## config.mk

```make
export PLATFORM = sky130hd
export DESIGN_NAME = aes32_dec_unit
export DESIGN_NICKNAME = d
export VERILOG_FILES = /design/src/rtl/aes32_dec_unit.sv
export SDC_FILE = /design/constraint.sdc
export NUM_CORES = 1
export LEC_CHECK = 0
export CAP_MARGIN = 20
export CORE_ASPECT_RATIO = 1.4
export CORE_MARGIN = 10
export CORE_UTILIZATION = 60
export DETAILED_ROUTE_END_ITERATION = 8
export GPL_ROUTABILITY_DRIVEN = 1
export HOLD_SLACK_MARGIN = 0.12
export PLACE_DENSITY = 0.91
export SYNTH_ARGS = -nofsm -noshare
export SYNTH_HDL_FRONTEND = slang
export SYNTH_SLANG_ARGS = --single-unit
```

## constraint.sdc

```tcl
create_clock -name clk -period 3.31 [get_ports clk]
set_input_delay 0.331 -clock clk [delete_from_list [all_inputs] [get_ports clk]]
set_output_delay 0.331 -clock clk [all_outputs]
set_load 0.03 [all_outputs]
```

## src/rtl/aes32_dec_unit.sv

```systemverilog
// aes32_dec_unit: two-stage pipelined execution unit for the scalar AES
// decrypt-direction instructions aes32dsi / aes32dsmi.
//   S1 registers rs1, byte select, mix flag, tag and the inverse S-box output.
//   S2 registers the final rs1 ^ rotl(u, 8*bs) result and its tag.
// Ports:
//   clk, rst (async, active-high), flush (sync kill of in-flight ops)
//   in_valid/in_ready, in_rs1, in_rs2, in_bs, in_mix, in_tag : request side
//   out_valid/out_ready, out_rd, out_tag                       : result side
// Parameters:
//   TAG_W  : width of the opaque tag carried with each op
//   MIX_EN : 0 removes InvMixColumns; every op then executes as dsi
module aes32_dec_unit #(
  parameter int unsigned TAG_W  = 5,
  parameter int unsigned MIX_EN = 1
) (
  input  logic             clk,
  input  logic             rst,
  input  logic             flush,
  input  logic             in_valid,
  output logic             in_ready,
  input  logic [31:0]      in_rs1,
  input  logic [31:0]      in_rs2,
  input  logic [1:0]       in_bs,
  input  logic             in_mix,
  input  logic [TAG_W-1:0] in_tag,
  output logic             out_valid,
  input  logic             out_ready,
  output logic [31:0]      out_rd,
  output logic [TAG_W-1:0] out_tag
);

  // GF(2^8) multiply by x modulo 0x11B
  function automatic logic [7:0] xtime(input logic [7:0] a);
    return {a[6:0], 1'b0} ^ (a[7] ? 8'h1b : 8'h00);
  endfunction

  // GF(2^8) general multiply (shift-and-add)
  function automatic logic [7:0] gf_mul(input logic [7:0] a, input logic [7:0] b);
    logic [7:0] p;
    logic [7:0] aa;
    p  = 8'h00;
    aa = a;
    for (int i = 0; i < 8; i++) begin
      if (b[i]) p = p ^ aa;
      aa = xtime(aa);
    end
    return p;
  endfunction

  // Multiplicative inverse as a^254 (maps 0 to 0)
  function automatic logic [7:0] gf_inv(input logic [7:0] a);
    logic [7:0] sq;
    logic [7:0] r;
    sq = a;
    r  = 8'h01;
    for (int i = 1; i < 8; i++) begin
      sq = gf_mul(sq, sq);
      r  = gf_mul(r, sq);
    end
    return r;
  endfunction

  // Inverse S-box: inverse affine transform followed by field inversion
  function automatic logic [7:0] inv_sbox(input logic [7:0] x);
    logic [7:0] t;
    t = {x[6:0], x[7]} ^ {x[4:0], x[7:5]} ^ {x[1:0], x[7:2]} ^ 8'h05;
    return gf_inv(t);
  endfunction

  logic             s1_valid;
  logic [31:0]      s1_rs1;
  logic [1:0]       s1_bs;
  logic             s1_mix;
  logic [TAG_W-1:0] s1_tag;
  logic [7:0]       s1_s;

  logic             s2_load_c;
  logic             s1_load_c;
  logic             accept_c;
  logic [7:0]       sel_byte_c;
  logic [31:0]      u_c;
  logic [31:0]      rot_c;
  logic [31:0]      rd_c;
  logic             mix_eff_c;

  // Stage advance handshakes
  assign s2_load_c = !out_valid || out_ready;
  assign s1_load_c = !s1_valid || s2_load_c;
  assign in_ready  = s1_load_c;
  assign accept_c  = in_valid && s1_load_c && !flush;

  // Byte select from rs2
  always_comb begin
    sel_byte_c = in_rs2[7:0];
    case (in_bs)
      2'd0: sel_byte_c = in_rs2[7:0];
      2'd1: sel_byte_c = in_rs2[15:8];
      2'd2: sel_byte_c = in_rs2[23:16];
      2'd3: sel_byte_c = in_rs2[31:24];
      default: sel_byte_c = in_rs2[7:0];
    endcase
  end

  // S2 datapath: optional InvMixColumns column, rotate, accumulate
  always_comb begin
    logic [7:0] s2x, s4x, s8x;
    mix_eff_c = (MIX_EN != 0) && s1_mix;
    s2x = xtime(s1_s);
    s4x = xtime(s2x);
    s8x = xtime(s4x);
    if (mix_eff_c)
      u_c = {s8x ^ s2x ^ s1_s, s8x ^ s4x ^ s1_s, s8x ^ s1_s, s8x ^ s4x ^ s2x};
    else
      u_c = {24'h000000, s1_s};
    rot_c = u_c;
    case (s1_bs)
      2'd0: rot_c = u_c;
      2'd1: rot_c = {u_c[23:0], u_c[31:24]};
      2'd2: rot_c = {u_c[15:0], u_c[31:16]};
      2'd3: rot_c = {u_c[7:0],  u_c[31:8]};
      default: rot_c = u_c;
    endcase
    rd_c = s1_rs1 ^ rot_c;
  end

  // Valid bits and reset-carrying output registers
  always_ff @(posedge clk or posedge rst) begin
    if (rst) begin
      s1_valid  <= 1'b0;
      out_valid <= 1'b0;
      out_rd    <= 32'h0;
      out_tag   <= TAG_W'(0);
    end else begin
      if (s2_load_c) begin
        out_valid <= s1_valid && !flush;
        if (s1_valid) begin
          out_rd  <= rd_c;
          out_tag <= s1_tag;
        end
      end else if (flush) begin
        out_valid <= 1'b0;
      end
      if (s1_load_c || flush) s1_valid <= accept_c;
    end
  end

  // S1 data registers (no reset needed; qualified by s1_valid)
  always_ff @(posedge clk) begin
    if (accept_c) begin
      s1_rs1 <= in_rs1;
      s1_bs  <= in_bs;
      s1_mix <= in_mix;
      s1_tag <= in_tag;
      s1_s   <= inv_sbox(sel_byte_c);
    end
  end

endmodule

```

==> results of run 1 <==
[per-stage QoR]
step,util [%],setup TNS (ns),cell area [um^2],hold WS (ns)
global placement,78.4,-85.54,24900,0.460
floorplan,-,-83.33,19800,0.397
detailed placement,78.4,-92.00,24900,0.474
CTS,83.0,-80.65,26400,0.314
[logic make-up after synthesis]
family	share of synthesized area, %
simple gates	18.6
xor+xnor	41.8
compound gates	16.5
buf+inv	4.56
mux	5.53
flops	12.4
fa+ha+maj	0.554
[synthesized netlist by cell type (all sizes together), types with 7 or more instances]
library cell	instances	area, um^2
xnor2	486	4840
nor2	329	1250
nand2	268	1010
xor2	163	1690
a21oi	150	758
o21ai	150	754
clkbuf	105	394
buf	73	413
nand3	66	340
nor3	65	335
xnor3	62	1400
mux2i	57	578
edfxtp	48	1440
o22ai	44	288
dfrtp	39	976
a211oi	23	183
a31oi	23	159
mux2	22	248
and3	16	100
inv	16	60.1
nor2b	16	100
or3	16	105
and2	12	75.1
o211ai	12	90.1
mux4	11	248
o32ai	11	96.3
a22oi	10	75.1
nand2b	10	62.6
a32oi	9	86.3
nand4	9	56.3
o21a	9	67.6
nor4	8	50.1
xor3	8	194
a311oi	7	67.6
ha	7	87.6
[layer usage]
layer,GRT usage [%],overflow
met3,68.6,15
met4,79.6,166
met5,42.5,0
met2,89.3,284
met1,75.1,9
[timing repair]
item / CTS
gates resized for setup: 187
gates cloned: 0
setup endpoints to repair: 8
pin swaps: 126
buffers inserted: 50
==> results_dict.tcl, run 1 <==
set metrics [dict create \
    crit_endpoint "s1_s[4]$_DFFE_PP_/D" \
    grt_max_degree 44 \
    clock_path_buffers 2 \
    die_h_um 233 \
    grt-ovfl-total 474 \
    synthCells 2449 \
    tool.error "[ERROR GRT-0232] Routing congestion too high. Check the congestion heatmap in the GUI." \
    haltStage "global routing (5_1_grt)" \
    netlist_area_um2 19400 \
    async_flop_share_pct 44.8 \
    initial_utilization_pct 61.1 \
    dp_worst_setup_slack_ns -11.63 \
    ys.flop_type "edfxtp_1" \
    clock-sinks 87 \
    synth_nets 2533 \
    cts-root-buf "clkbuf_16" \
    ys_types 100 \
    grtUsageTotal_pct 77.6 \
    yosysWarnings 0 \
    gp_congestion 1.07 \
    hpwlAfterDp_um 55500 \
    dieWidth_um 172 \
    io_pins 116 \
    placed_cells 3336 \
    synth_edf_count 48 \
    htreeDepth 3 \
    ys_seq_area_share_pct 12.4 \
    portBuffers 115 \
    worst_endpoint_kind "sequential cell input" \
    run_status "aborted with a tool error" \
    syn_area_per_cell_um2 7.93 \
    rows 77 \
    hold_buffers 0 \
    ys_ff_latch 87 \
    cts-buffers-inserted 9 \
]
==> run 2: changes to the inputs <==
--- a/config.mk
+++ b/config.mk
@@ -6,13 +6,11 @@
 export NUM_CORES = 1
 export LEC_CHECK = 0
 export CAP_MARGIN = 20
-export CORE_ASPECT_RATIO = 1.4
 export CORE_MARGIN = 10
-export CORE_UTILIZATION = 60
+export CORE_UTILIZATION = 40
 export DETAILED_ROUTE_END_ITERATION = 8
 export GPL_ROUTABILITY_DRIVEN = 1
-export HOLD_SLACK_MARGIN = 0.12
-export PLACE_DENSITY = 0.91
+export PLACE_DENSITY_LB_ADDON = 0.15
 export SYNTH_ARGS = -nofsm -noshare
 export SYNTH_HDL_FRONTEND = slang
 export SYNTH_SLANG_ARGS = --single-unit
==> results_dict.tcl, run 2 <==
set metrics [dict create \
    run_status "complete, but fails checks" \
    violations "setup timing" \
    relSlewSlack_pct 35.7 \
    area_growth_pct 42.4 \
    final_cell_mix "buf_4, xnor2_1, nor2_1" \
    crit_buf_inv 10 \
    vias 20100 \
    synth_edf_count 48 \
    crit_top_cell "xnor2_1" \
    htreeDepth 3 \
    crit_required_ns 3.40 \
    final_common_cell "buf_4" \
    netlist_area_um2 19400 \
    gp_congestion 0.939 \
    timing.final.ws_setup_ns -10.09 \
    seq_area_um2 2420 \
    ys_ff_latch 87 \
    fillers 4315 \
    worstPathArrival_ns 13.49 \
    clock_path_buffers 2 \
    wl_um 68600 \
    async_flop_share_pct 44.8 \
    antenna_found_initial 5 \
    slowest_stage "mux4_2" \
    reg_top3 "out_rd x32, s1_rs1 x32, s1_s x8" \
    crit_family "XOR/XNOR gates" \
    final_hold_viol_count 0 \
    critPathLaunchType "input pin" \
    clock-sinks 87 \
    final_nets 3176 \
    ys_top_cells_by_area "xnor2_1, edfxtp_1, xnor3_1" \
    fin_skew_ns 0.0123 \
    multiInputGateArea_um2 17400 \
    final.period_utilization_pct 405 \
    die_h_um 240 \
    drc 0 \
    initial_utilization_pct 40.6 \
    drt_iter0_drc 1758 \
    ys.flop_type "edfxtp_1" \
    yosysWarnings 0 \
    grtUsageTotal_pct 23.2 \
    synth_top_area_share_pct 19.4 \
    cts-buffers-inserted 9 \
    path_clk_slew_ns 0.07 \
    reg2regPathDepth 9 \
    design.die.area_um2 57800 \
    worstMarginPinSlew_ns 0.963 \
    dieWidth_um 240 \
    rsz0062_at_grt "yes" \
    grt_pass1_vias 19500 \
    drive_gt1_share_pct 33.6 \
    hpwlAfterDp_um 52900 \
    drv_slew 0 \
    max_cap_violations 0 \
    path_class "in -> reg" \
    synthTopCellsByCount "xnor2_1, nor2_1, nand2_1" \
    portBuffers 115 \
    diodes 0 \
    cts-root-buf "clkbuf_16" \
    end_kind "flop" \
    setup_viol 8 \
    grt-ovfl-total 0 \
    ant_nets 0 \
    synth_nets 2533 \
    ys_types 100 \
    yosysMostFrequentCell "xnor2_1" \
    critPathMaxFanout 7 \
    core_um2 47800 \
    design_area_um2 27700 \
    period_needed_ns 13.40 \
    synthCells 2449 \
    io_pins 116 \
    routed_via_density 5.42 \
    fmax_mhz 74.6 \
    grt_first_pass_wirelength_um 109000 \
    synth_area_leader_cell "xnor2_1" \
    clock_latency_ns 0.35 \
    grt_max_degree 47 \
    cts_tree "done" \
    whs_path_depth 2 \
    firstDrtPassIters 8 \
    crit_path_max_incr_delay_ns 0.53 \
    rows 80 \
    ys_seq_area_share_pct 12.4 \
    placed_area_um2 25700 \
    syn_area_per_cell_um2 7.93 \
    hold_buffers 0 \
    critical_path_depth 60 \
    hold_class "in -> reg" \
    wl_per_cell_um 18.5 \
]
==> run 2: cell counts after synthesis <==
No cell type changed its count.
==> run 2: layout make-up <==
cell class,instances,area share [%]
multi-input cells,2163,63.0
clock buffers,9,0.814
well taps,615,2.78
repair buffers,810,24.1
inverters,21,0.289
flip-flops and latches,87,8.74
clock inverters,7,0.271
==> run 2: kinds of logic (layout without fill, tap and decap cells) <==
logic type	Yosys count	after routing	synth area share, %
AND/OR/NAND/NOR	833	833	18.6
flip-flops	87	87	12.4
buffers and inverters	199	847	4.56
multiplexers	90	90	5.53
adder cells (fa/ha/maj)	9	9	0.554
AO/OA/AOI/OAI	512	512	16.5
XOR/XNOR	719	719	41.8
==> run 2: metrics by stage <==
stage                     instances  hold slack [ns]  setup TNS [ns]  worst slack, ns  util [%]
after global placement         3614            0.459          -89.89           -11.32      53.8
after global routing           3712            0.289          -85.34           -10.74      57.8
final                          3712            0.291          -80.12           -10.09      57.8
after floorplan                2449            0.397          -83.33           -10.54         -
after CTS                      3700            0.304          -80.25           -10.16      56.8
after detailed placement       3614            0.468          -91.29           -11.48      53.8
==> run 2: worst paths after layout <==
kind	start	to	slack, ns
max	in_rs2[0]	s1_s[0]	-10.09
min	in_bs[0]	s1_bs[0]	0.29
max reg2reg	s1_s[1]	out_rd[17]	0.48
min reg2reg	s1_tag[2]	out_tag[2]	0.48
max in group asynchronous	rst	out_rd[1]	2.19
min in group asynchronous	rst	out_rd[21]	0.53
==> run 2: what timing repair did <==
| item | in CTS | in global routing |
|---|---|---|
| endpoints found under the setup margin | 8 | 8 |
| gates resized for setup | 158 | 103 |
| buffers inserted | 71 | 13 |
| pin swaps | 101 | 71 |
==> run 2: layer usage <==
metal  routed length [um]  vias up  global-route usage, %  part of all wire [%]
met5                    0        -                      0                     0
met4                 1160        0                   4.83                   1.7
met3                 4310       71                   1.90                   6.3
met2                31200      708                   37.1                    45
met1                32000     9632                   33.3                    47
li1                     -     9725                      -                     -
Power of run 2 is not shown: default switching activity piles up to over one toggle a cycle in this logic, so the estimate is an artifact.
==> run 3: changes to the inputs <==
--- a/config.mk
+++ b/config.mk
@@ -7,7 +7,7 @@
 export LEC_CHECK = 0
 export CAP_MARGIN = 20
 export CORE_MARGIN = 10
-export CORE_UTILIZATION = 40
+export CORE_UTILIZATION = 39
 export DETAILED_ROUTE_END_ITERATION = 8
 export GPL_ROUTABILITY_DRIVEN = 1
 export PLACE_DENSITY_LB_ADDON = 0.15
==> results_dict.tcl, run 3 (same netlist as run 2, synthesis figures left out) <==
set metrics [dict create \
    portBuffers 115 \
    reg_top3 "out_rd x32, s1_rs1 x32, s1_s x8" \
    drc 0 \
    fmax_mhz 75.0 \
    final_cell_mix "buf_4, xnor2_1, nor2_1" \
    cts-root-buf "clkbuf_16" \
    rows 81 \
    critPathLaunchType "input pin" \
    grt_pass1_vias 19600 \
    hpwlAfterDp_um 52500 \
    dieWidth_um 243 \
    drt_iter0_drc 1659 \
    design_area_um2 28500 \
    gp_congestion 0.934 \
    timing.final.ws_setup_ns -10.03 \
    clock-sinks 87 \
    crit_required_ns 3.41 \
    crit_path_max_incr_delay_ns 0.51 \
    final_common_cell "buf_4" \
    r2r_slack_ns 0.47 \
    final_core_util_pct 58.1 \
    drv_slew 0 \
    core_um2 49100 \
    run_status "complete, but fails checks" \
    worstPathArrival_ns 13.44 \
    firstDrtPassIters 5 \
    final_nets 3183 \
    wl_um 69500 \
    design.die.area_um2 59100 \
    timing.rr.start "s1_s[1]" \
    area_growth_pct 46.7 \
    fin_tns_setup_ns -79.67 \
    path_class "in -> reg" \
    wl_per_cell_um 18.4 \
    crit_top_cell "buf_6" \
    die_h_um 243 \
    cts_tree "done" \
    final_cells 3770 \
    grt_max_degree 49 \
    violations "setup timing" \
    placed_area_um2 25600 \
    slowest_stage "mux4_2" \
    antenna_found_initial 6 \
    setup_viol 8 \
    initial_utilization_pct 39.6 \
    grt_first_pass_wirelength_um 110000 \
    hold_start "in_bs[0]" \
    path_clk_slew_ns 0.06 \
    routed_via_density 5.35 \
    clock_path_buffers 2 \
    final_hold_viol_count 0 \
    hold_class "in -> reg" \
    vias 20200 \
    crit_start "in_rs2[30]" \
    worstMarginPinSlew_ns 0.896 \
    relSlewSlack_pct 40.2 \
    htreeDepth 3 \
    max_cap_violations 0 \
    final.period_utilization_pct 403 \
    io_pins 116 \
    drive_gt1_share_pct 35.4 \
    clock_latency_ns 0.35 \
    ant_nets 0 \
    fin_skew_ns 0.00700 \
    rsz0062_at_grt "yes" \
    cts-buffers-inserted 9 \
    critPathMaxFanout 6 \
    grtUsageTotal_pct 22.5 \
    grt-ovfl-total 0 \
    placed_cells 3650 \
    period_needed_ns 13.34 \
    end_kind "flop" \
]
==> run 3: cell types whose count changed in the layout (fill, tap and decap cells not counted), sizes merged <==
| cell | change |
|---|---|
| buf | +7 |
| diode | +2 |
| dlygate4sd2 | +4 |
| clkinvlp | -1 |
| clkinv | -1 |
| dlymetal6s2s | -1 |
| bufinv | +2 |
| clkdlybuf4s15 | +4 |
| clkbuf | -7 |
==> run 3: per-layer routing <==
| layer | wire length [um] | share of wire (%) | global-route usage [%] |
|---|---|---|---|
| met1 | 33000 | 47 | 32.6 |
| met2 | 31400 | 45 | 35.6 |
| met3 | 3850 | 5.5 | 2.04 |
| met4 | 1290 | 1.9 | 4.54 |
| met5 | 0 | 0 | 0 |
==> run 3: metrics by stage <==
| step | setup WS, ns | hold slack, ns |
|---|---|---|
| 2_1_floorplan | -10.54 | 0.397 |
| 3_3_place_gp | -10.97 | 0.461 |
| 3_5_place_dp | -11.15 | 0.469 |
| 4_1_cts | -9.88 | 0.328 |
| 5_1_grt | -10.60 | 0.339 |
| 6_report | -10.03 | 0.347 |
==> run 3: cell type report <==
class,count,area [um^2]
clock inverters,7,101
fillers,4483,20600
diodes,2,5.00
multi-input cells,2163,18000
clock buffers,9,225
flip-flops and latches,87,2420
repair buffers,817,6890
inverters,21,80.1
well taps,664,831
==> run 3: repair_timing <==
item / 4_1_cts / 5_1_grt
setup buffers: 87 / 16
hold buffers: 0 / 0
endpoints found under the setup margin: 8 / 8
pin swaps: 161 / 84
gates cloned: 2 / 0
resized for setup: 259 / 96
==> run 3: critical path: cells and delay by family <==
kind                       cells  cell delay [ns]
adders and majority gates      2             0.61
xor gates and xnor gates      17             3.43
buffers and inverters         10             1.43
muxes                          6             2.08
AOI/OAI and AO/OA             20             3.88
and+or+nand+nor                8             1.69
==> run 3: path summary, 6_finish.rpt <==
check	endpoint	cells after the start
max in group asynchronous	out_rd[28]	2
worst max-delay path	s1_s[0]	63
worst min register to register	out_rd[20]	2
worst min-delay path	s1_bs[0]	2
min in group asynchronous	out_tag[0]	2
worst max register to register	out_rd[17]	9
Power of run 3 is left out for the same reason.
==> run 4: changes to the inputs <==
--- a/config.mk
+++ b/config.mk
@@ -8,6 +8,8 @@
 export CAP_MARGIN = 20
 export CORE_MARGIN = 10
 export CORE_UTILIZATION = 39
+export CTS_CLUSTER_DIAMETER = 30
+export CTS_CLUSTER_SIZE = 20
 export DETAILED_ROUTE_END_ITERATION = 8
 export GPL_ROUTABILITY_DRIVEN = 1
 export PLACE_DENSITY_LB_ADDON = 0.15
==> results of run 4 <==
Same layout as run 3: the final DEF is identical, and so are final timing and power.
Power of run 4 is left out for the same reason.
==> variant (config.mk and constraints of run 3) <==
`MIX_EN`: 1 -> 0.
--- a/src/rtl/aes32_dec_unit.sv
+++ b/src/rtl/aes32_dec_unit.sv
@@ -12,5 +12,5 @@
 module aes32_dec_unit #(
   parameter int unsigned TAG_W  = 5,
-  parameter int unsigned MIX_EN = 1
+  parameter int unsigned MIX_EN = 0
 ) (
   input  logic             clk,
Behaviour: not the same (Yosys sat finds a counterexample within 4 cycles, from zero or initial values and one cycle with rst high).
==> variant against run 3 <==
The run still ends with negative setup slack left; critical path type unchanged; synthesized area is essentially flat; sequential cell count shrank 1; largest cell class unchanged; die area is essentially flat; final area grew 5.9%; routed wire length grew 7.3%; setup slack lost 160 ps.
Power is not shown: default switching activity piles up to over one toggle a cycle in this logic, so the estimate is an artifact.
==> variant: results (changes against run 3) <==
[sta]
clock_skew_ps=15.48  ; +8.478 ps
setup_slack_ps=-10190  ; -160.3 ps
setup-violations-final=8  ; unchanged
slew_headroom_pct=35.02  ; -5.2 points
tns_ps=-80790  ; -1119 ps

[finish]
fin_nets=3316  ; +4.2%
nFillCells=4207  ; -6.2%
buf_share_pct=26.55  ; +2.4 points
multi_input_area_share_pct=61.30  ; -1.7 points
n_all_inverters=30  ; +43%
num-multi-input-gates=2156  ; -0.32%

[drt]
vias_per_cell=5.405  ; +0.97%
vias=21080  ; +4.5%
wl_per_cell_um=19.12  ; +3.7%
drtIter0Drc=1550  ; -6.6%

[global_routing]
gr-usage-met2_pct=42.40  ; +6.8 points
grt_max_degree=57  ; +16%
grt_usage_pct=24.29  ; +1.8 points
grt_pass1_wl_um=117500  ; +6.8%

[clock_network]
clk_pin_slew_ps=80  ; +20 ps
clock_latency_ps=390  ; +40 ps

[place]
hpwl_um=56430  ; +7.4%
placedCellCount=3740  ; +2.5%
placed_area_um2=26980  ; +5.2%

[logic_synthesis]
synth_edf_count=47  ; -2.1%
ys_seq_area_share_pct=12.28  ; -0.16 points
synthTopCellsByCount=371 x xnor2_1, 306 x nor2_1, 279 x nand2_1
muxShareOfSynthArea_pct=4.777  ; -0.75 points
synthDistinctLibCells=101  ; +1.0%

[min_path]
holdCritPathClass=in2async

[critical_path]
rr_endpoint=out_rd[7]
max_stage_delay_ps=550  ; +40 ps
crit_family=XOR/XNOR gates
cp_max_fo=12  ; +6

[run_status]
violations=negative setup slack
status=finished with violations

-- variant: changes by cell type after synthesis, sizes merged, moves of 10 or more --
cell	run 3	this run
o211ai	12	27
xor2	163	149
xnor2	486	413
nor2	329	309
nand2	268	279
o21ai	150	162
a21oi	150	117
nand3	66	56
o22ai	44	29
xnor3	62	84
-- variant: worst min-delay path by stage --
stage	start	to	slack, ps
5_1_grt	in_bs[1]	s1_bs[1]	370
4_1_cts	in_bs[1]	s1_bs[1]	340
2_1_floorplan	flush	out_valid	400
6_report	rst	out_tag[2]	360
3_5_place_dp	out_rd[11]	out_rd[11]	470
3_3_place_gp	out_rd[10]	out_rd[10]	460
-- variant: per-layer routing --
metal  vias up  wire length [µm]
met1     10130             32720
met2       658             36510
met3       157              3162
li1      10140                 -
met4         0              2214
met5         -                 0
-- variant: what timing repair did --
action                                  4_1_cts  5_1_grt
setup buffers                               109       34
pin swaps                                   141       66
resized for setup                           249      110
gates cloned                                  4        0
endpoints found under the setup margin        8        8
